## src/rtl/nn_row_loader.sv

```systemverilog
// DMA-to-image-buffer row loader: reads WPR DMA words per row, packs them LSW-first
// and writes each completed row into a ring of image-buffer rows.
module nn_row_loader #(
  parameter int unsigned DATA_WIDTH      = 8,
  parameter int unsigned ROW_NUM         = 6,
  parameter int unsigned DMA_DATA_WIDTH  = 16,
  parameter int unsigned DMA_ADDR_WIDTH  = 10,
  parameter int unsigned IMEM_ADDR_WIDTH = 10,
  parameter int unsigned ROW_DATA_WIDTH  = DATA_WIDTH * ROW_NUM,
  parameter int unsigned WPR             = ROW_DATA_WIDTH / DMA_DATA_WIDTH
) (
  input  logic                       i_clk,
  input  logic                       i_rst,
  input  logic                       i_start,
  input  logic [DMA_ADDR_WIDTH-1:0]  i_src_base,
  input  logic [DMA_ADDR_WIDTH-1:0]  i_src_pitch,
  input  logic [IMEM_ADDR_WIDTH-1:0] i_row_cnt,
  input  logic [IMEM_ADDR_WIDTH-1:0] i_dst_base,
  input  logic [IMEM_ADDR_WIDTH-1:0] i_dst_depth,
  input  logic                       i_dma_rd_gnt,
  input  logic [DMA_DATA_WIDTH-1:0]  i_dma_rd_data,
  output logic                       o_dma_rd_en,
  output logic [DMA_ADDR_WIDTH-1:0]  o_dma_rd_addr,
  output logic                       o_img_bf_wr_en,
  output logic [IMEM_ADDR_WIDTH-1:0] o_img_bf_wr_addr,
  output logic [ROW_DATA_WIDTH-1:0]  o_img_bf_wr_data,
  output logic                       o_busy,
  output logic                       o_done
);

  localparam int unsigned WW = (WPR > 1) ? $clog2(WPR) : 1;
  localparam logic [WW-1:0]              LAST_W = WW'(WPR - 1);
  localparam logic [WW-1:0]              ONE_W  = WW'(1);
  localparam logic [IMEM_ADDR_WIDTH-1:0] ONE_I  = IMEM_ADDR_WIDTH'(1);
  localparam logic [DMA_ADDR_WIDTH-1:0]  ONE_A  = DMA_ADDR_WIDTH'(1);

  typedef enum logic [1:0] {IDLE, READ, DRAIN} state_e;

  state_e                     state_q, state_d;
  logic [DMA_ADDR_WIDTH-1:0]  src_pitch_q, src_pitch_d;
  logic [DMA_ADDR_WIDTH-1:0]  row_addr_q, row_addr_d;
  logic [DMA_ADDR_WIDTH-1:0]  rd_addr_q, rd_addr_d;
  logic [IMEM_ADDR_WIDTH-1:0] row_cnt_q, row_cnt_d;
  logic [IMEM_ADDR_WIDTH-1:0] dst_base_q, dst_base_d;
  logic [IMEM_ADDR_WIDTH-1:0] dst_depth_q, dst_depth_d;
  logic [IMEM_ADDR_WIDTH-1:0] rd_row_q, rd_row_d;
  logic [IMEM_ADDR_WIDTH-1:0] cap_row_q, cap_row_d;
  logic [IMEM_ADDR_WIDTH-1:0] off_q, off_d;
  logic [IMEM_ADDR_WIDTH-1:0] wr_addr_q, wr_addr_d;
  logic [WW-1:0]              rd_w_q, rd_w_d;
  logic [WW-1:0]              cap_w_q, cap_w_d;
  logic [ROW_DATA_WIDTH-1:0]  pack_q, pack_d;
  logic [ROW_DATA_WIDTH-1:0]  wr_data_q, wr_data_d;
  logic                       rd_en_q, rd_en_d;
  logic                       rd_vld_q, rd_vld_d;
  logic                       wr_en_q, wr_en_d;
  logic                       wr_last_q, wr_last_d;
  logic                       busy_q, busy_d;
  logic                       done_q, done_d;

  always_comb begin
    state_d     = state_q;
    src_pitch_d = src_pitch_q;
    row_addr_d  = row_addr_q;
    rd_addr_d   = rd_addr_q;
    row_cnt_d   = row_cnt_q;
    dst_base_d  = dst_base_q;
    dst_depth_d = dst_depth_q;
    rd_row_d    = rd_row_q;
    cap_row_d   = cap_row_q;
    off_d       = off_q;
    wr_addr_d   = wr_addr_q;
    rd_w_d      = rd_w_q;
    cap_w_d     = cap_w_q;
    pack_d      = pack_q;
    wr_data_d   = wr_data_q;
    rd_en_d     = rd_en_q;
    busy_d      = busy_q;
    wr_en_d     = 1'b0;
    wr_last_d   = 1'b0;
    done_d      = 1'b0;
    // rd_vld_q marks that i_dma_rd_data carries the word granted last cycle
    rd_vld_d    = rd_en_q & i_dma_rd_gnt;

    if (rd_vld_q) begin
      for (int unsigned i = 0; i < WPR; i++) begin
        if (cap_w_q == WW'(i)) begin
          pack_d[i*DMA_DATA_WIDTH +: DMA_DATA_WIDTH] = i_dma_rd_data;
        end
      end
      if (cap_w_q == LAST_W) begin
        wr_en_d   = 1'b1;
        wr_data_d = pack_d;
        wr_addr_d = dst_base_q + off_q;
        wr_last_d = (cap_row_q == row_cnt_q - ONE_I);
        off_d     = ((dst_depth_q != '0) && (off_q == dst_depth_q - ONE_I)) ? '0 : off_q + ONE_I;
        cap_w_d   = '0;
        cap_row_d = cap_row_q + ONE_I;
      end else begin
        cap_w_d = cap_w_q + ONE_W;
      end
    end

    case (state_q)
      IDLE: begin
        if (i_start) begin
          if (i_row_cnt != '0) begin
            src_pitch_d = i_src_pitch;
            row_cnt_d   = i_row_cnt;
            dst_base_d  = i_dst_base;
            dst_depth_d = i_dst_depth;
            row_addr_d  = i_src_base;
            rd_addr_d   = i_src_base;
            rd_row_d    = '0;
            rd_w_d      = '0;
            cap_row_d   = '0;
            cap_w_d     = '0;
            off_d       = '0;
            rd_en_d     = 1'b1;
            busy_d      = 1'b1;
            state_d     = READ;
          end else begin
            done_d = 1'b1;
          end
        end
      end
      READ: begin
        if (i_dma_rd_gnt) begin
          if (rd_w_q == LAST_W) begin
            if (rd_row_q == row_cnt_q - ONE_I) begin
              rd_en_d = 1'b0;
              state_d = DRAIN;
            end else begin
              row_addr_d = row_addr_q + src_pitch_q;
              rd_addr_d  = row_addr_q + src_pitch_q;
              rd_row_d   = rd_row_q + ONE_I;
              rd_w_d     = '0;
            end
          end else begin
            rd_addr_d = rd_addr_q + ONE_A;
            rd_w_d    = rd_w_q + ONE_W;
          end
        end
      end
      DRAIN: begin
        if (wr_last_q) begin
          busy_d  = 1'b0;
          done_d  = 1'b1;
          state_d = IDLE;
        end
      end
      default: state_d = IDLE;
    endcase
  end

  always_ff @(posedge i_clk) begin
    if (i_rst) begin
      state_q     <= IDLE;
      src_pitch_q <= '0;
      row_addr_q  <= '0;
      rd_addr_q   <= '0;
      row_cnt_q   <= '0;
      dst_base_q  <= '0;
      dst_depth_q <= '0;
      rd_row_q    <= '0;
      cap_row_q   <= '0;
      off_q       <= '0;
      wr_addr_q   <= '0;
      rd_w_q      <= '0;
      cap_w_q     <= '0;
      pack_q      <= '0;
      wr_data_q   <= '0;
      rd_en_q     <= 1'b0;
      rd_vld_q    <= 1'b0;
      wr_en_q     <= 1'b0;
      wr_last_q   <= 1'b0;
      busy_q      <= 1'b0;
      done_q      <= 1'b0;
    end else begin
      state_q     <= state_d;
      src_pitch_q <= src_pitch_d;
      row_addr_q  <= row_addr_d;
      rd_addr_q   <= rd_addr_d;
      row_cnt_q   <= row_cnt_d;
      dst_base_q  <= dst_base_d;
      dst_depth_q <= dst_depth_d;
      rd_row_q    <= rd_row_d;
      cap_row_q   <= cap_row_d;
      off_q       <= off_d;
      wr_addr_q   <= wr_addr_d;
      rd_w_q      <= rd_w_d;
      cap_w_q     <= cap_w_d;
      pack_q      <= pack_d;
      wr_data_q   <= wr_data_d;
      rd_en_q     <= rd_en_d;
      rd_vld_q    <= rd_vld_d;
      wr_en_q     <= wr_en_d;
      wr_last_q   <= wr_last_d;
      busy_q      <= busy_d;
      done_q      <= done_d;
    end
  end

  assign o_dma_rd_en      = rd_en_q;
  assign o_dma_rd_addr    = rd_addr_q;
  assign o_img_bf_wr_en   = wr_en_q;
  assign o_img_bf_wr_addr = wr_addr_q;
  assign o_img_bf_wr_data = wr_data_q;
  assign o_busy           = busy_q;
  assign o_done           = done_q;

endmodule

```

## config.mk

```make
export PLATFORM = sky130hd
export DESIGN_NAME = nn_row_loader
export DESIGN_NICKNAME = d
export VERILOG_FILES = /design/src/rtl/nn_row_loader.sv
export SDC_FILE = /design/constraint.sdc
export NUM_CORES = 1
export LEC_CHECK = 0
export BUFFER_PORTS_ARGS = -buffer_cell sky130_fd_sc_hd__buf_4
export CAP_MARGIN = 5
export CORE_UTILIZATION = 57
export CTS_CLUSTER_DIAMETER = 150
export CTS_CLUSTER_SIZE = 24
export DETAILED_ROUTE_END_ITERATION = 8
export GPL_ROUTABILITY_DRIVEN = 0
export PLACE_DENSITY = 0.8
export SETUP_SLACK_MARGIN = 0.4
export SYNTH_ARGS = -nofsm -noshare
export SYNTH_HDL_FRONTEND = slang
export SYNTH_SLANG_ARGS = --single-unit
```

## constraint.sdc

```tcl
create_clock -name i_clk -period 3.1 [get_ports i_clk]
set_clock_uncertainty 0.05 [all_clocks]
set_input_delay 0.465 -clock i_clk [delete_from_list [all_inputs] [get_ports i_clk]]
set_output_delay 0.465 -clock i_clk [all_outputs]
set_load 0.01 [all_outputs]
```

==> impl_metrics.yaml <==
synthesis:
  async_reset_ff_frac: 0
  syn_inst: 1129
  synth-seq-area-share: 0.4306
  yosys_register_bits: 192
  ys_warn_count: 0
  synth_area_mm2: 0.008926
  synth-main-ff-cell: "dfxtp_1"
  syn_nets: 1225
  syn_avg_cell_area_um2: 7.906
  synth_edf_count: 0
  synth.distinct_cells: 55
placed_design:
  place_ws_ps: 61.83
  dpl_cell_area_mm2: 0.01007
  placedCellCount: 1421
  dp_hpwl_mm: 14.31
  port_buffers: 141
grt:
  grt_pass1_vias: 7292
  antenna_found_initial: 0
  grt_max_degree: 93
  track_usage: 0.2661
  grt_pass1_wl_mm: 34.89
  overflow: 0
timing:
  fin_setup_tns_ps: 0
  period_minus_slack_ps: 2828
  hold_ws_ps: 225.8
  fmax_ghz: 0.3536
  setup_violations: 0
  slew_violations: 0
  relSlewSlack: 0.3249
  rsz0062_at_grt: "true"
  final_hold_viol_count: 0
  worst_slew_pin_slew_ps: 1012
  fin_crit_sh: 0.9122
  fin_ws_ps: 272.1
finish:
  final_core_util: 0.7218
  final_area_mm2: 0.01101
  layout_commonest_cell: "nand2_1"
  final_cells: 1471
  synthToLayoutAreaGrowth_pct: 23.38
  drive_gt1_frac: 0.2063
  fillCellCount: 1222
  nets: 1343
  final_cell_mix: "299 x nand2_1, 186 x dfxtp_1, 165 x a21oi_1"
  diodes: 0
worst_setup_path:
  path_cells: "inv_4 -> ha_4 -> buf_4 -> xor2_4 -> xnor2_1 -> o2111ai_1 -> a2111oi_2 -> nand3_2 -> buf_4 -> o31a_4 -> buf_12 -> mux2i_1 -> nor2_1"
  crit_fanout: 6
  start_kind: "flip-flop"
  end_kind: "flip-flop"
  path_buf_inv: 4
  required_ps: 3360
  crit_path_frequent_cell: "buf_4"
  crit_arrival_ps: 3080
  cp_slowest_cell: "a2111oi_2"
  slowest_delay_ps: 400
  crit_type: "flip-flop to flip-flop"
  crit_family: "compound AO/OA/AOI/OAI gates"
floorplanning:
  io_pins: 142
  core.rowCount: 45
  start_util: 0.5850
  die_width_um: 127.1
  core_mm2: 0.01526
  dieArea_mm2: 0.01616
  die_h_um: 127.1
drt:
  via_per_inst: 5.513
  drtIter0Drc: 654
  drc: 0
  vias: 8110
  drt_pass1_iterations: 5
  wl_per_cell_um: 15.02
  final_antenna_net_count: 0
  wirelength_mm: 22.10
power_and_ir_drop:
  irDropWorstVdd_v: 0.0004023
  power.total_mw: 5.498
  p_leak_nw: 4.396
  pwr_density_cell_mw_per_mm2: 499.2
clocking:
  clkSinkCount: 192
  clk_pin_slew_ps: 70
  ctsRootBufferMaster: "clkbuf_16"
  cts_hold_buf: 0
  clockBufferDepth: 2
  cts_buffers: 17
  htree_levels: 4
  cts_tree: "done"
  insertion_delay_ps: 430
run:
  drv_cap: 0
hold_path:
  hp-class: "input pin to flip-flop"
outcome:
  status: "completed"
-- power breakdown --
| group | internal (mW) | switching [mW] | leakage [nW] | total (mW) |
|---|---|---|---|---|
| Combinational | 0.352 | 0.406 | 2.56 | 0.758 |
| Sequential | 2.53 | 0.0855 | 1.56 | 2.62 |
| Clock | 1.07 | 1.05 | 0.273 | 2.12 |
-- worst register-to-register path, cell delays in order, from the launching register on --
cell,delay [ps]
dfxtp_4,390
inv_4,50
ha_4,160
buf_4,140
xor2_4,150
xnor2_1,140
o2111ai_1,130
a2111oi_2,400
nand3_2,160
buf_4,180
o31a_4,400
buf_12,160
mux2i_1,140
nor2_1,60
-- cell families (layout without fill, tap and decap cells) --
| kind of cell | count (synthesis) | after routing | synth area share |
|---|---|---|---|
| AND/OR/NAND/NOR | 474 | 475 | 0.2293 |
| AO/OA/AOI/OAI | 252 | 252 | 0.1633 |
| flip-flops | 192 | 192 | 0.4306 |
| buffers and inverters | 91 | 221 | 0.04415 |
| XOR/XNOR | 79 | 79 | 0.07752 |
| adder cells (fa/ha/maj) | 26 | 26 | 0.03813 |
| multiplexers | 15 | 15 | 0.01696 |
-- synthesized netlist by cell type, drive strengths merged (2+ instances only) --
| master | number | area share |
|---|---|---|
| nand2b | 8 | 0.0056 |
| nand3b | 2 | 0.0017 |
| a311oi | 4 | 0.0067 |
| nor2b | 4 | 0.0028 |
| clkbuf | 59 | 0.025 |
| a21oi | 165 | 0.093 |
| xnor2 | 39 | 0.038 |
| nand2 | 300 | 0.13 |
| or4 | 4 | 0.0038 |
| o31a | 2 | 0.0020 |
| a2111oi | 2 | 0.0034 |
| o21a | 2 | 0.0017 |
| buf | 15 | 0.012 |
| inv | 17 | 0.0071 |
| a211o | 2 | 0.0020 |
| nor3b | 3 | 0.0031 |
| ha | 24 | 0.034 |
| o31ai | 2 | 0.0017 |
| or3b | 2 | 0.0020 |
| a211oi | 9 | 0.0093 |
| fa | 2 | 0.0045 |
| o21bai | 2 | 0.0017 |
| nor2 | 74 | 0.032 |
| a31oi | 8 | 0.0056 |
| nor4 | 10 | 0.0091 |
| o21ai | 33 | 0.019 |
| nand4 | 11 | 0.0077 |
| o211ai | 7 | 0.0059 |
| nor3 | 13 | 0.0073 |
| mux2i | 14 | 0.016 |
| and3 | 8 | 0.0056 |
| and3b | 2 | 0.0020 |
| a21o | 9 | 0.0076 |
| xor2 | 40 | 0.039 |
| or3 | 8 | 0.0056 |
| nand3 | 24 | 0.014 |
| dfxtp | 192 | 0.43 |
-- cell type report --
cell class              instances  area [µm²]  share of cell area
well taps                     211       264.0             0.02397
repair buffers                172        1363              0.1237
flip-flops and latches        192        3856              0.3501
inverters                      17       66.31            0.006021
clock inverters                15       143.9             0.01307
clock buffers                  17       425.4             0.03863
multi-input cells             847        4895              0.4444
-- worst paths after layout --
kind / startpoint / endpoint / slack, ps / cells after the start
max: row_cnt_q[0]$_SDFFE_PP0P_ / o_dma_rd_addr[1]$_SDFFE_PP0P_ / 270 / 13
min: i_dst_depth[7] / dst_depth_q[7]$_SDFFE_PP0P_ / 230 / 3
max reg2reg: row_cnt_q[0]$_SDFFE_PP0P_ / o_dma_rd_addr[1]$_SDFFE_PP0P_ / 270 / 13
min reg2reg: pack_q[0]$_SDFFE_PP0P_ / o_img_bf_wr_data[0]$_SDFFE_PP0P_ / 400 / 2
-- timing repair --
action	in CTS	in global routing
gates cloned	1	1
buffers inserted	5	11
endpoints found under the setup margin	30	43
resized for setup	13	42
pin swaps	2	21
-- sequential cells by signal (all words and copies together) (netlist names) --
register and flops:
o_dma_rd_addr 10, o_img_bf_wr_data 48, o_dma_rd_en 1, row_addr_q 10, dst_base_q 10, state_q 2, o_img_bf_wr_addr 10, off_q 10
pack_q 32, o_img_bf_wr_en 1, rd_row_q 10, row_cnt_q 10, src_pitch_q 10, o_done 1, dst_depth_q 10, rd_vld_q 1
cap_w_q 2, o_busy 1, cap_row_q 10, wr_last_q 1, rd_w_q 2
-- per-layer routing --
layer  GRT usage  up-vias  wire length (µm)
met1      0.3459     3795              9681
met4     0.09594        0               344
li1            -     4042                 -
met5           0        -                 0
met3     0.03769       31              1087
met2      0.4518      242             10980
No activity file was read; power rests on OpenSTA's default activity.
